### src/rtl/reg_writeback_pkg.sv
// Shared CPU definitions: load size codes and default datapath widths, reused
// by decode, operand generation and writeback.
package reg_writeback_pkg;

    localparam int DW_DEF = 32;
    localparam int AW_DEF = 5;

    // 2'b11 is reserved and behaves like a word load
    typedef enum logic [1:0] {
        LD_B = 2'b00,
        LD_H = 2'b01,
        LD_W = 2'b10,
        LD_R = 2'b11
    } ld_size_e;

endpackage

### src/rtl/reg_writeback_load_extend.sv
// Load data extraction: picks the byte/half/word lane addressed by the load
// offset and sign- or zero-extends it to the datapath width.
module reg_writeback_load_extend
    import reg_writeback_pkg::*;
#(
    parameter int DW = DW_DEF
) (
    input  logic [1:0]    size,
    input  logic          sign,
    input  logic [1:0]    off,
    input  logic [DW-1:0] word,
    output logic [DW-1:0] data,
    output logic          misalign
);

    function automatic logic [DW-1:0] ext8(input logic [7:0] v, input logic s);
        ext8 = {{(DW-8){s & v[7]}}, v};
    endfunction

    function automatic logic [DW-1:0] ext16(input logic [15:0] v, input logic s);
        ext16 = {{(DW-16){s & v[15]}}, v};
    endfunction

    logic [7:0]  byte_f;
    logic [15:0] half_f;

    always_comb begin
        byte_f = word[{off, 3'b000} +: 8];
        // Half loads use only off[1]; an odd offset is flagged, not corrected
        half_f = word[{off[1], 4'b0000} +: 16];
        case (size)
            LD_B:    data = ext8(byte_f, sign);
            LD_H:    data = ext16(half_f, sign);
            default: data = word;
        endcase
        misalign = (size == LD_H) && off[0];
    end

endmodule

### src/rtl/reg_writeback.sv
// Writeback stage: retires ALU results in one cycle, parks on loads until memory
// returns data, and drives the register-file write port plus a forwarding view.
module reg_writeback
    import reg_writeback_pkg::*;
#(
    parameter int DW      = DW_DEF,
    parameter int AW      = AW_DEF,
    parameter int R0_ZERO = 1
) (
    input  logic          clk,
    input  logic          rst,
    input  logic          ex_valid,
    output logic          ex_ready,
    input  logic          ex_we,
    input  logic [AW-1:0] ex_waddr,
    input  logic [DW-1:0] ex_wdata,
    input  logic          ex_is_load,
    input  logic [1:0]    ex_ld_size,
    input  logic          ex_ld_sign,
    input  logic [1:0]    ex_ld_off,
    input  logic          mem_rvalid,
    input  logic [DW-1:0] mem_rdata,
    output logic          rf_we,
    output logic [AW-1:0] rf_waddr,
    output logic [DW-1:0] rf_wdata,
    output logic          fwd_valid,
    output logic          ld_pend,
    output logic [AW-1:0] ld_pend_addr,
    output logic          ld_misalign
);

    typedef enum logic {
        IDLE,
        WAIT_MEM
    } wb_state_e;

    wb_state_e     state;
    logic          ld_we_p0;
    logic [AW-1:0] ld_waddr_p0;
    logic [1:0]    ld_size_p0;
    logic          ld_sign_p0;
    logic [1:0]    ld_off_p0;
    logic [DW-1:0] ld_data;
    logic          ld_mis;

    function automatic logic r0_blocked(input logic [AW-1:0] a);
        return (R0_ZERO != 0) && (a == '0);
    endfunction

    reg_writeback_load_extend #(
        .DW(DW)
    ) u_load_extend (
        .size    (ld_size_p0),
        .sign    (ld_sign_p0),
        .off     (ld_off_p0),
        .word    (mem_rdata),
        .data    (ld_data),
        .misalign(ld_mis)
    );

    assign ex_ready  = (state == IDLE);
    assign fwd_valid = rf_we;

    always_ff @(posedge clk) begin
        if (rst) begin
            state        <= IDLE;
            rf_we        <= 1'b0;
            rf_waddr     <= '0;
            rf_wdata     <= '0;
            ld_pend      <= 1'b0;
            ld_pend_addr <= '0;
            ld_misalign  <= 1'b0;
            ld_we_p0     <= 1'b0;
        end else begin
            rf_we       <= 1'b0;
            ld_misalign <= 1'b0;
            case (state)
                IDLE: begin
                    if (ex_valid) begin
                        if (ex_is_load) begin
                            ld_we_p0     <= ex_we;
                            ld_waddr_p0  <= ex_waddr;
                            ld_size_p0   <= ex_ld_size;
                            ld_sign_p0   <= ex_ld_sign;
                            ld_off_p0    <= ex_ld_off;
                            ld_pend      <= 1'b1;
                            ld_pend_addr <= ex_waddr;
                            state        <= WAIT_MEM;
                        end else begin
                            rf_we    <= ex_we && !r0_blocked(ex_waddr);
                            rf_waddr <= ex_waddr;
                            rf_wdata <= ex_wdata;
                        end
                    end
                end
                WAIT_MEM: begin
                    if (mem_rvalid) begin
                        rf_we       <= ld_we_p0 && !r0_blocked(ld_waddr_p0);
                        rf_waddr    <= ld_waddr_p0;
                        rf_wdata    <= ld_data;
                        ld_misalign <= ld_mis;
                        ld_pend     <= 1'b0;
                        state       <= IDLE;
                    end
                end
                default: state <= IDLE;
            endcase
        end
    end

endmodule

### config.mk
export PLATFORM = sky130hd
export DESIGN_NAME = reg_writeback
export DESIGN_NICKNAME = d
export VERILOG_FILES = /design/src/rtl/reg_writeback_pkg.sv /design/src/rtl/reg_writeback_load_extend.sv /design/src/rtl/reg_writeback.sv
export SDC_FILE = /design/constraint.sdc
export NUM_CORES = 1
export LEC_CHECK = 0
export CAP_MARGIN = 40
export CORE_UTILIZATION = 38
export CTS_CLUSTER_DIAMETER = 30
export CTS_CLUSTER_SIZE = 24
export DETAILED_ROUTE_END_ITERATION = 7
export PLACE_DENSITY = 0.8
export SYNTH_ARGS = -nofsm -noshare
export SYNTH_HDL_FRONTEND = slang
export SYNTH_SLANG_ARGS = --single-unit
### constraint.sdc
create_clock -name clk -period 1.7 [get_ports clk]
set_input_delay 0.51 -clock clk [delete_from_list [all_inputs] [get_ports clk]]
set_output_delay 0.51 -clock clk [all_outputs]
set_load 0.1 [all_outputs]
; ---- After elaboration in Yosys (flattened, before gate mapping)
; Cells that the tools add are included.
[word_totals]
register_bits = 57
output_inout_bits = 47
input_bits = 80
[op_classes]
n_eq_ne = 5
n_reduce_logical = 13
n_bitwise = 5
shift = 2
n_mux = 21
[ops]
columns = op, count
row1 = 32-bit case mux with 2 select lines, 2
row2 = 32-bit two-way mux, 3
row3 = 32-bit by 6-bit indexed part select with 16-bit output, 1
row4 = 32-bit by 6-bit indexed part select with 8-bit output, 1
row5 = 5-bit two-way mux, 3
row6 = 5-bit zero test, 2
row7 = 5-bit case mux with 2 select lines, 1
row8 = 1-bit two-way mux, 9
row9 = 3-bit AND reduction, 3
row10 = 2-bit != test (second input constant), 3
row11 = 1-bit case mux with 2 select lines, 3
row12 = 4-bit AND reduction, 1
row13 = 1-bit logical AND, 3
row14 = 1-bit inverter, 3
row15 = 3-bit OR reduction, 1
row16 = 1-bit AND, 2
row17 = 2-bit by 1-bit equality test with 1-bit output (second input constant), 1
row18 = 1-bit zero test, 2
row19 = 2-bit zero test, 1
row20 = 2-bit by 1-bit != test with 1-bit output (second input constant), 1

; ---- Longest topological paths before layout
; Gate-level depths: netlist of run 1.
[depth]
depth_word = 6
ltp_mapped = 6
ltp_nobuf = 4

; ---- Cells and area by module
; Synthesis of run 1 repeated with hierarchy kept, for this count alone.
[hier_totals]
cells_unflattened = 376
hier_area_um2 = 3494.6
[by_module_without_submodules]
columns = mod, n_inst, area_per_inst_um2, cells_each
row1 = reg_writeback, 1, 2840.2, 265
row2 = reg_writeback_load_extend, 1, 654.4, 111

; ---- Worst setup path before layout of run 1
; No wires, ideal clock.
[synth_path]
path_type = flip-flop to output port
start = register rf_we, in the netlist fwd_valid
end = output port rf_we
required_time_ns = 1.190
setup_slack_ns = -0.166
arrival_time_ns = 1.356
stages_incl_launch_ff = 2
path_cell_list = dfxtp_1 buf_4
[synth_lines]
columns = element, line
row1 = start: declaration, reg_writeback.sv:23  ; output logic rf_we,
row2 = start signal: assignment, reg_writeback.sv:90  ; rf_we <= ex_we && !r0_blocked(ex_waddr);
row3 = start signal: assignment, reg_writeback.sv:98  ; rf_we <= ld_we_p0 && !r0_blocked(ld_waddr_p0);
; No word-level cell between the ends.

; ---- Final worst setup path of run 1
[layout_path]
start = register state
end = output port ex_ready
[layout_via]
elab_chain_cells = 1
[layout_rtl]
columns = element, line
row1 = start: declaration, reg_writeback.sv:37  ; wb_state_e state;
row2 = start signal: assignment, reg_writeback.sv:66  ; state <= IDLE;
row3 = start signal: assignment, reg_writeback.sv:88  ; state <= WAIT_MEM;
row4 = start signal: assignment, reg_writeback.sv:103  ; state <= IDLE;
row5 = 1-bit inverter (no source line), -
row6 = end: declaration, reg_writeback.sv:13  ; output logic ex_ready,
; No other way between the ends.

==> results of run 1 <==
==> per-layer routing <==
| layer | vias up | track usage |
|---|---|---|
| li1 | 1489 | - |
| met1 | 1561 | 0.315 |
| met2 | 187 | 0.458 |
| met3 | 33 | 0.0592 |
| met4 | 0 | 0.113 |
| met5 | - | 0 |
==> worst max-delay path: stages (launching register included) <==
cell and delay (ps):
dfxtp_2 410, buf_6 180, inv_6 70, buf_12 170
==> area by class of cell <==
cell class | instances | area share
repair buffers | 170 | 0.402
clock buffers | 9 | 0.0230
well taps | 99 | 0.0230
inverters | 3 | 0.00303
clock inverters | 7 | 0.0177
flip-flops and latches | 57 | 0.231
multi-input cells | 223 | 0.300
==> flip-flops by register name (all words and copies together) (netlist names), 2 cells and up <==
signal / count
rf_waddr: 5
ld_waddr_p0: 5
rf_wdata: 32
ld_size_p0: 2
ld_pend_addr: 5
ld_off_p0: 2
==> synth_stat cells, types with 8 or more instances <==
master | instances | area, sq um
a21oi_1 | 20 | 100
a221oi_1 | 10 | 87.6
buf_2 | 8 | 40.0
clkbuf_1 | 12 | 45.0
dfxtp_1 | 47 | 941
edfxtp_1 | 10 | 300
mux2i_1 | 26 | 260
nand2_1 | 23 | 86.3
nor2_1 | 24 | 90.1
nor2b_1 | 10 | 62.6
nor3_1 | 9 | 45.0
nor4_1 | 8 | 50.1
o21ai_0 | 22 | 110
o21ai_1 | 10 | 50.1
==> worst max path at each step <==
| stage | startpoint | endpoint | depth (start not counted) |
|---|---|---|---|
| after detailed placement | mem_rdata[31] | rf_wdata[31] | 5 |
| after CTS | state | ex_ready | 3 |
| final | state | ex_ready | 3 |
| after global routing | ld_off_p0[1] | rf_wdata[4] | 7 |
| after floorplan | rf_wdata[7] | rf_wdata[7] | 3 |
| after global placement | mem_rdata[31] | rf_wdata[15] | 4 |
==> cell families (layout without fill, tap and decap cells) <==
group / count (synthesis) / count (layout) / share of synthesized area
DFF: 57 / 57 / 0.420
and+or+nand+nor: 83 / 83 / 0.143
AOI/OAI and AO/OA: 111 / 111 / 0.275
muxes: 29 / 29 / 0.108
buffers and inverters: 30 / 189 / 0.0542
==> metrics by stage <==
stage	worst slack, ps	area (sq um)
detailed placement	-397	5000
floorplan	51.7	2960
global route	-31.3	5380
CTS	-4.41	5300
finish	-5.70	5380
global placement	-359	5000
==> timing repair <==
item / CTS / global route
gates resized for setup: 13 / 14
buffers inserted: 2 / 1
setup endpoints to repair: 21 / 20
pin swaps: 5 / 2
gates cloned: 1 / 0
==> power by group through the flow <==
stage | Sequential, mW | Clock [mW] | Combinational [mW]
final | 1.55 | 1.41 | 1.55
after global routing | 1.56 | 1.48 | 1.60
after CTS | 1.55 | 1.41 | 1.52
after detailed placement | 1.58 | 0 | 1.49
after global placement | 1.58 | 0 | 1.47
after floorplan | 2.07 | 0 | 0.301
==> flow_metrics.tcl, run 1 <==
set metrics [dict create \
    mostFrequentLayoutCell "clkdlybuf4s50_1" \
    gp_congestion 0.875 \
    pin_count 127 \
    fp.dieH_um 90.2 \
    multi_input_area_sq_um 1610 \
    finClkSkew_ps 11.8 \
    initial_core_util 0.401 \
    htreeDepth 3 \
    synthFlopType "dfxtp_1" \
    rr_startpoint "ld_off_p0[1]" \
    run_status "complete, but fails checks" \
    p_clk_frac 0.312 \
    dpl.hpwl_mm 7.92 \
    final_cell_mix "clkdlybuf4s50_1 (72), buf_12 (52), dfxtp_1 (45)" \
    fp.coreArea_sq_um 7370 \
    reg2reg_slack_ps 30 \
    seqCellArea_sq_um 1240 \
    worstPathMaxFanout 9 \
    drt-initial-drc-count 364 \
    clock_path_buffers 2 \
    finalSetupViolCount 1 \
    ys_seq_area_frac 0.420 \
    whs_ps 489 \
    max_freq_ghz 0.586 \
    synth-seq-cells 57 \
    grt_antenna_before_repair 0 \
    max_slew.worst_pin.slew_ps 443 \
    drt-total-wl_mm 10.9 \
    hold_buffers 0 \
    yosysWarnings 0 \
    cap_violations 0 \
    p_sw_mw 1.58 \
    hold_depth 2 \
    vdd_drop_max_mv 0.499 \
    drc 0 \
    vias_per_cell 5.76 \
    start_kind "flip-flop" \
    firstDrtPassIters 6 \
    gr-total-overflow 0 \
    synthToLayoutAreaGrowth_pct 81.9 \
    swShare 0.350 \
    syn_area_per_cell_sq_um 9.53 \
    powerDensity_nw_per_um2 840 \
    clock_latency_ps 350 \
    seq_power_share 0.344 \
    rsz0062_at_grt "true" \
    dp.cells 548 \
    die_x_um 90.2 \
    arrival_ps 1200 \
    grt_pass1_wl_mm 16.8 \
    finalNonFillerCells 568 \
    dr_wl_met3_um 719 \
    reg2reg_to "rf_wdata[3]" \
    period_minus_slack_ps 1710 \
    hp-class "reg2reg" \
    power_leakage_nw 2.09 \
    met2_length_mm 5.51 \
    synth_nets 390 \
    root_buffer "clkbuf_8" \
    end_kind "primary output" \
    syn-cell-area_sq_um 2960 \
    cts_tree "yes" \
    drive_above_1_share 0.303 \
    utilization 0.730 \
    timing.final.ws_setup_ps -5.70 \
    min_to "rf_wdata[27]" \
    routed.top_layer "met4" \
    m1WireLength_mm 4.39 \
    grt_start_max_net_pins 23 \
    num-nets-final 544 \
    dr_total_vias 3270 \
    finalMaxSlewViolations 0 \
    violations "negative setup slack" \
    worst-r2r-cell-count 7 \
    finalCritPeriodShare 1.00 \
    synth_edf_count 10 \
    final_hold_viol_count 0 \
    diodes 0 \
    cp.required_ps 1190 \
    path_class "reg2out" \
    synth_cell_types 42 \
    slew_headroom 0.704 \
    synthArstFlopShare 0 \
    clk_pin_slew_ps 70 \
    drtAntennaViolNets 0 \
    grt_pass1_vias 3254 \
    holdCritStartpoint "rf_wdata[27]" \
    dieArea_sq_um 8130 \
    clock-sinks 57 \
    pwr-share-comb 0.343 \
    grt_usage 0.265 \
    numCtsBuffers 9 \
    p_int_mw 2.93 \
    synth_cells 310 \
    fillCellCount 500 \
    tns_ps -5.70 \
    num_rows 31 \
    routedWlPerCell_um 19.3 \
    port-buffer-count 126 \
    total_power_mw 4.51 \
]
Power figures use the tool's default switching activity.
==> run 2: changes to the inputs <==
--- a/config.mk
+++ b/config.mk
@@ -11,6 +11,7 @@
 export CTS_CLUSTER_SIZE = 24
 export DETAILED_ROUTE_END_ITERATION = 7
 export PLACE_DENSITY = 0.8
+export SKIP_CTS_REPAIR_TIMING = 1
 export SYNTH_ARGS = -nofsm -noshare
 export SYNTH_HDL_FRONTEND = slang
 export SYNTH_SLANG_ARGS = --single-unit
==> run 2 against run 1 <==
Against the previous run: fmax rose by 0.39%; register-to-register slack about the same; critical path type is now in2reg; sequential share of layout area is essentially flat; highest routed layer unchanged; global-route usage decreased by 0.59 points; the run now ends clean; worst hold slack hardly changed.
==> flow_metrics.tcl, run 2 (synthesis results as in run 1) <==
set metrics [dict create \
    path_class "in2reg" \
    rr_startpoint "ld_off_p0[1]" \
    final_hold_viol_count 0 \
    cpMaxStageDelayCell "clkdlybuf4s50_1" \
    fp.coreArea_sq_um 7370 \
    reg2reg_to "rf_wdata[22]" \
    cp.required_ps 1960 \
    finalMaxSlewViolations 0 \
    finalSetupViolCount 0 \
    period_minus_slack_ps 1700 \
    numCtsBuffers 9 \
    gp_congestion 0.875 \
    finalNonFillerCells 569 \
    power_leakage_nw 2.10 \
    drive_above_1_share 0.300 \
    multi_input_area_sq_um 1600 \
    firstDrtPassIters 5 \
    dieArea_sq_um 8130 \
    mostFrequentLayoutCell "clkdlybuf4s50_1" \
    worst-r2r-cell-count 6 \
    clock_path_buffers 2 \
    diodes 0 \
    rsz0062_at_grt "true" \
    p_int_mw 2.93 \
    max_stage_delay_ps 580 \
    crit_end "rf_wdata[30]" \
    seq_power_share 0.346 \
    cts_tree "yes" \
    powerDensity_nw_per_um2 838 \
    grt_pass1_wl_mm 16.5 \
    dp.cells 548 \
    dpl.hpwl_mm 7.92 \
    clk_pin_slew_ps 70 \
    synthToLayoutAreaGrowth_pct 81.7 \
    total_power_mw 4.50 \
    finClkSkew_ps 8.92 \
    vias_per_cell 5.57 \
    utilization 0.729 \
    grt_antenna_before_repair 0 \
    drc 0 \
    arrival_ps 1960 \
    drt-total-wl_mm 10.6 \
    hp-class "reg2reg" \
    gr-total-overflow 0 \
    pin_count 127 \
    reg2reg_slack_ps 30 \
    pwr-share-comb 0.342 \
    p_clk_frac 0.313 \
    seqCellArea_sq_um 1240 \
    crit_path_start "mem_rvalid" \
    initial_core_util 0.401 \
    grt_pass1_vias 3197 \
    fp.dieH_um 90.2 \
    port-buffer-count 126 \
    design_area_sq_um 5370 \
    top_register "rf_wdata" \
    dpl-instance-area_sq_um 5000 \
    grt_start_max_net_pins 23 \
    num-nets-final 545 \
    max_freq_ghz 0.589 \
    grt_usage 0.259 \
    clock-sinks 57 \
    drt-initial-drc-count 378 \
    vdd_drop_max_mv 0.490 \
    largest_reg_flops 32 \
    max_slew.worst_pin.slew_ps 452 \
    htreeDepth 3 \
    final_cell_mix "clkdlybuf4s50_1 (73), buf_12 (51), dfxtp_1 (45)" \
    clock_latency_ps 340 \
    num_rows 31 \
    crit_top_cell "o21ai_0" \
    swShare 0.349 \
    root_buffer "clkbuf_8" \
    worstPathMaxFanout 8 \
    start_kind "input pin" \
    drtAntennaViolNets 0 \
    finalCritPeriodShare 1.00 \
    p_sw_mw 1.57 \
    fillCellCount 495 \
    slew_headroom 0.698 \
    routedWlPerCell_um 18.6 \
    die_x_um 90.2 \
    run_status "finished, final reports clean" \
    dr_total_vias 3171 \
    worstPathCellList "clkdlybuf4s50_1, nand2_2, a21oi_4, buf_12, o21ai_0, o21ai_0" \
    cap_violations 0 \
    end_kind "flip-flop" \
]
[run 2: cell types whose count changed in the layout (fill, tap and decap cells not counted), sizes merged]
cell	previous run	this run
dlygate4sd2	4	0
dlymetal6s2s	3	6
buf	90	91
bufbuf	1	0
clkbuf	9	10
clkdlybuf4s50	72	73
[run 2: worst min path at each step]
| stage | start | endpoint | cells after the start |
|---|---|---|---|
| floorplan | ld_we_p0 | fwd_valid | 2 |
| global placement | rf_wdata[27] | rf_wdata[27] | 2 |
| detailed placement | rf_wdata[25] | rf_wdata[25] | 2 |
| CTS | rf_wdata[25] | rf_wdata[25] | 2 |
| global route | rf_wdata[25] | rf_wdata[25] | 2 |
| finish | rf_wdata[25] | rf_wdata[25] | 2 |
[run 2: layout make-up]
type	count	share of cell area
sequential	57	0.232
clock buffer	9	0.0231
timing repair buffer	171	0.403
tap	99	0.0231
multi-input combinational	223	0.299
clock inverter	7	0.0177
inverter	3	0.00303
[run 2: through the flow]
step | setup TNS, ps | setup slack, ps | hold slack (ps)
finish | 0 | 0.847 | 488
global route | -276 | -51.7 | 515
CTS | -730 | -129 | 492
detailed placement | -14370 | -397 | 484
global placement | -12920 | -359 | 475
floorplan | 0 | 51.7 | 457
[run 2: critical path, delay by kind of cell]
kind | cells | cell delay [ps]
AND/OR/NAND/NOR | 1 | 170
buffers and inverters | 2 | 740
AO/OA/AOI/OAI | 3 | 550
[run 2: power groups by stage]
stage / registers [mW] / clock network, mW / logic, mW
2_1_floorplan: 2.07 / 0 / 0.301
3_3_place_gp: 1.58 / 0 / 1.47
3_5_place_dp: 1.58 / 0 / 1.49
4_1_cts: 1.55 / 1.41 / 1.50
5_1_grt: 1.56 / 1.48 / 1.59
6_report: 1.56 / 1.41 / 1.54
[run 2: per-layer routing]
layer,global-route usage,vias up,part of all wire
met5,0,-,0
met4,0.101,0,0.024
met3,0.0601,24,0.069
met2,0.447,167,0.50
met1,0.311,1491,0.41
li1,-,1489,-
==> run 3: changes to the inputs <==
--- a/config.mk
+++ b/config.mk
@@ -5,7 +5,7 @@
 export SDC_FILE = /design/constraint.sdc
 export NUM_CORES = 1
 export LEC_CHECK = 0
-export CAP_MARGIN = 40
+export CAP_MARGIN = 20
 export CORE_UTILIZATION = 38
 export CTS_CLUSTER_DIAMETER = 30
 export CTS_CLUSTER_SIZE = 24
==> run 3 against run 2 <==
Against the previous run: the run now ends with negative setup slack left; clock power up 11%; final cell count increased by 2.3%; sequential cell count did not move; die area did not move; non-clock buffer count up 12; sequential share of layout area fell by 0.60 points; core utilization increased by 2.0 points; clock-buffer cell count is 1 higher; first-iteration DRC count shrank 36%; clock skew is 4.5 ps higher; critical path depth unchanged; total power up 4.5%; critical path type unchanged; critical endpoint is now rf_wdata[3]; largest cell class unchanged; largest power group is now combinational logic.
==> flow_metrics.tcl, run 3 (synthesis results as in run 1) <==
set metrics [dict create \
    num_rows 31 \
    clock_path_buffers 2 \
    firstDrtPassIters 5 \
    power_leakage_nw 2.20 \
    top_register "rf_wdata" \
    vdd_drop_max_mv 0.470 \
    synthToLayoutAreaGrowth_pct 86.6 \
    finalCritPeriodShare 1.03 \
    run_status "complete, but fails checks" \
    max_slew.worst_pin.slew_ps 505 \
    path_class "in2reg" \
    hp-class "reg2reg" \
    drt-initial-drc-count 243 \
    timing.final.ws_setup_ps -46.3 \
    total_power_mw 4.70 \
    root_buffer "clkbuf_8" \
    place_worst_setup_slack_ps -434 \
    powerDensity_nw_per_um2 853 \
    grt_usage 0.260 \
    mostFrequentLayoutCell "clkdlybuf4s50_1" \
    grt_antenna_before_repair 1 \
    worstPathMaxFanout 8 \
    clock_latency_ps 350 \
    vias_per_cell 5.73 \
    slew_headroom 0.662 \
    period_minus_slack_ps 1750 \
    drt-total-wl_mm 11.4 \
    finalSetupViolCount 1 \
    start_kind "input pin" \
    port-buffer-count 126 \
    pin_count 127 \
    design_area_sq_um 5510 \
    fp.coreArea_sq_um 7370 \
    numCtsBuffers 9 \
    dieArea_sq_um 8130 \
    routedWlPerCell_um 19.6 \
    reg2reg_slack_ps -30 \
    dr_total_vias 3337 \
    end_kind "flip-flop" \
    clock-sinks 57 \
    drc 0 \
    grt_start_max_net_pins 23 \
    drtAntennaViolNets 0 \
    cp.required_ps 1930 \
    die_x_um 90.2 \
    rsz0062_at_grt "true" \
    finalMaxSlewViolations 0 \
    final_cell_mix "clkdlybuf4s50_1 (73), buf_12 (51), buf_4 (48)" \
    cts_tree "yes" \
    htreeDepth 3 \
    clk_pin_slew_ps 60 \
    grt_pass1_vias 3273 \
    finClkSkew_ps 13.4 \
    initial_core_util 0.401 \
    dpl-instance-area_sq_um 5000 \
    arrival_ps 1970 \
    dpl.hpwl_mm 7.96 \
    largest_reg_flops 32 \
    drive_above_1_share 0.324 \
    grt_pass1_wl_mm 16.5 \
    gr-total-overflow 0 \
    gp_congestion 0.875 \
    fillCellCount 472 \
    cap_violations 0 \
    max_freq_ghz 0.573 \
    num-nets-final 557 \
    fp.dieH_um 90.2 \
    final_hold_viol_count 0 \
    violations "negative setup slack" \
]
==> run 3: changes by cell type in the layout (fill, tap and decap cells not counted), sizes merged <==
cell      change
diode         +1
bufinv        +1
clkinvlp      -4
clkinv        +2
clkbuf        +1
buf          +12
==> run 3: worst max-delay path: stages <==
cell	delay [ps]
clkdlybuf4s50_1	560
inv_1	140
nor2_2	200
buf_4	210
nor3_1	60
nor4_1	280
==> run 3: stage by stage <==
| stage | TNS, ps | hold WS (ps) | std cells | utilization |
|---|---|---|---|---|
| after global routing | -396 | 516 | 582 | 0.748 |
| after CTS | -2270 | 492 | 563 | 0.711 |
| after floorplan | 0 | 457 | 310 | - |
| after global placement | -12920 | 475 | 547 | 0.678 |
| after detailed placement | -15070 | 484 | 547 | 0.678 |
| final | -46.3 | 494 | 582 | 0.748 |
==> run 3: path summary, 6_finish.rpt <==
| kind | from | end | cells past startpoint |
|---|---|---|---|
| max | mem_rvalid | rf_wdata[3] | 6 |
| min | rf_wdata[24] | rf_wdata[24] | 2 |
| max reg2reg | ld_size_p0[1] | rf_wdata[3] | 6 |
| min reg2reg | rf_wdata[24] | rf_wdata[24] | 2 |
==> run 3: routing by layer <==
| metal | routed length, um | global-route usage | vias up |
|---|---|---|---|
| li1 | - | - | 1519 |
| met1 | 4540 | 0.307 | 1590 |
| met2 | 5580 | 0.440 | 188 |
| met3 | 812 | 0.0516 | 40 |
| met4 | 476 | 0.145 | 0 |
| met5 | 0 | 0 | - |
==> run 3: final cells by class <==
| class | instances | area, sq um | area share |
|---|---|---|---|
| repair buffers | 183 | 2260 | 0.410 |
| multi-input cells | 223 | 1620 | 0.295 |
| flip-flops and latches | 57 | 1240 | 0.226 |
| clock buffers | 10 | 138 | 0.0250 |
| well taps | 99 | 124 | 0.0225 |
| clock inverters | 6 | 105 | 0.0191 |
| inverters | 3 | 16.3 | 0.00295 |
| diodes | 1 | 2.50 | 0.000454 |
==> run 3: where the power goes <==
part           switching (mW)  internal (mW)  total, mW
Clock                   0.565           1.01       1.57
Combinational           0.908          0.667       1.57
Sequential             0.0969           1.46       1.56
Total                    1.57           3.13       4.70
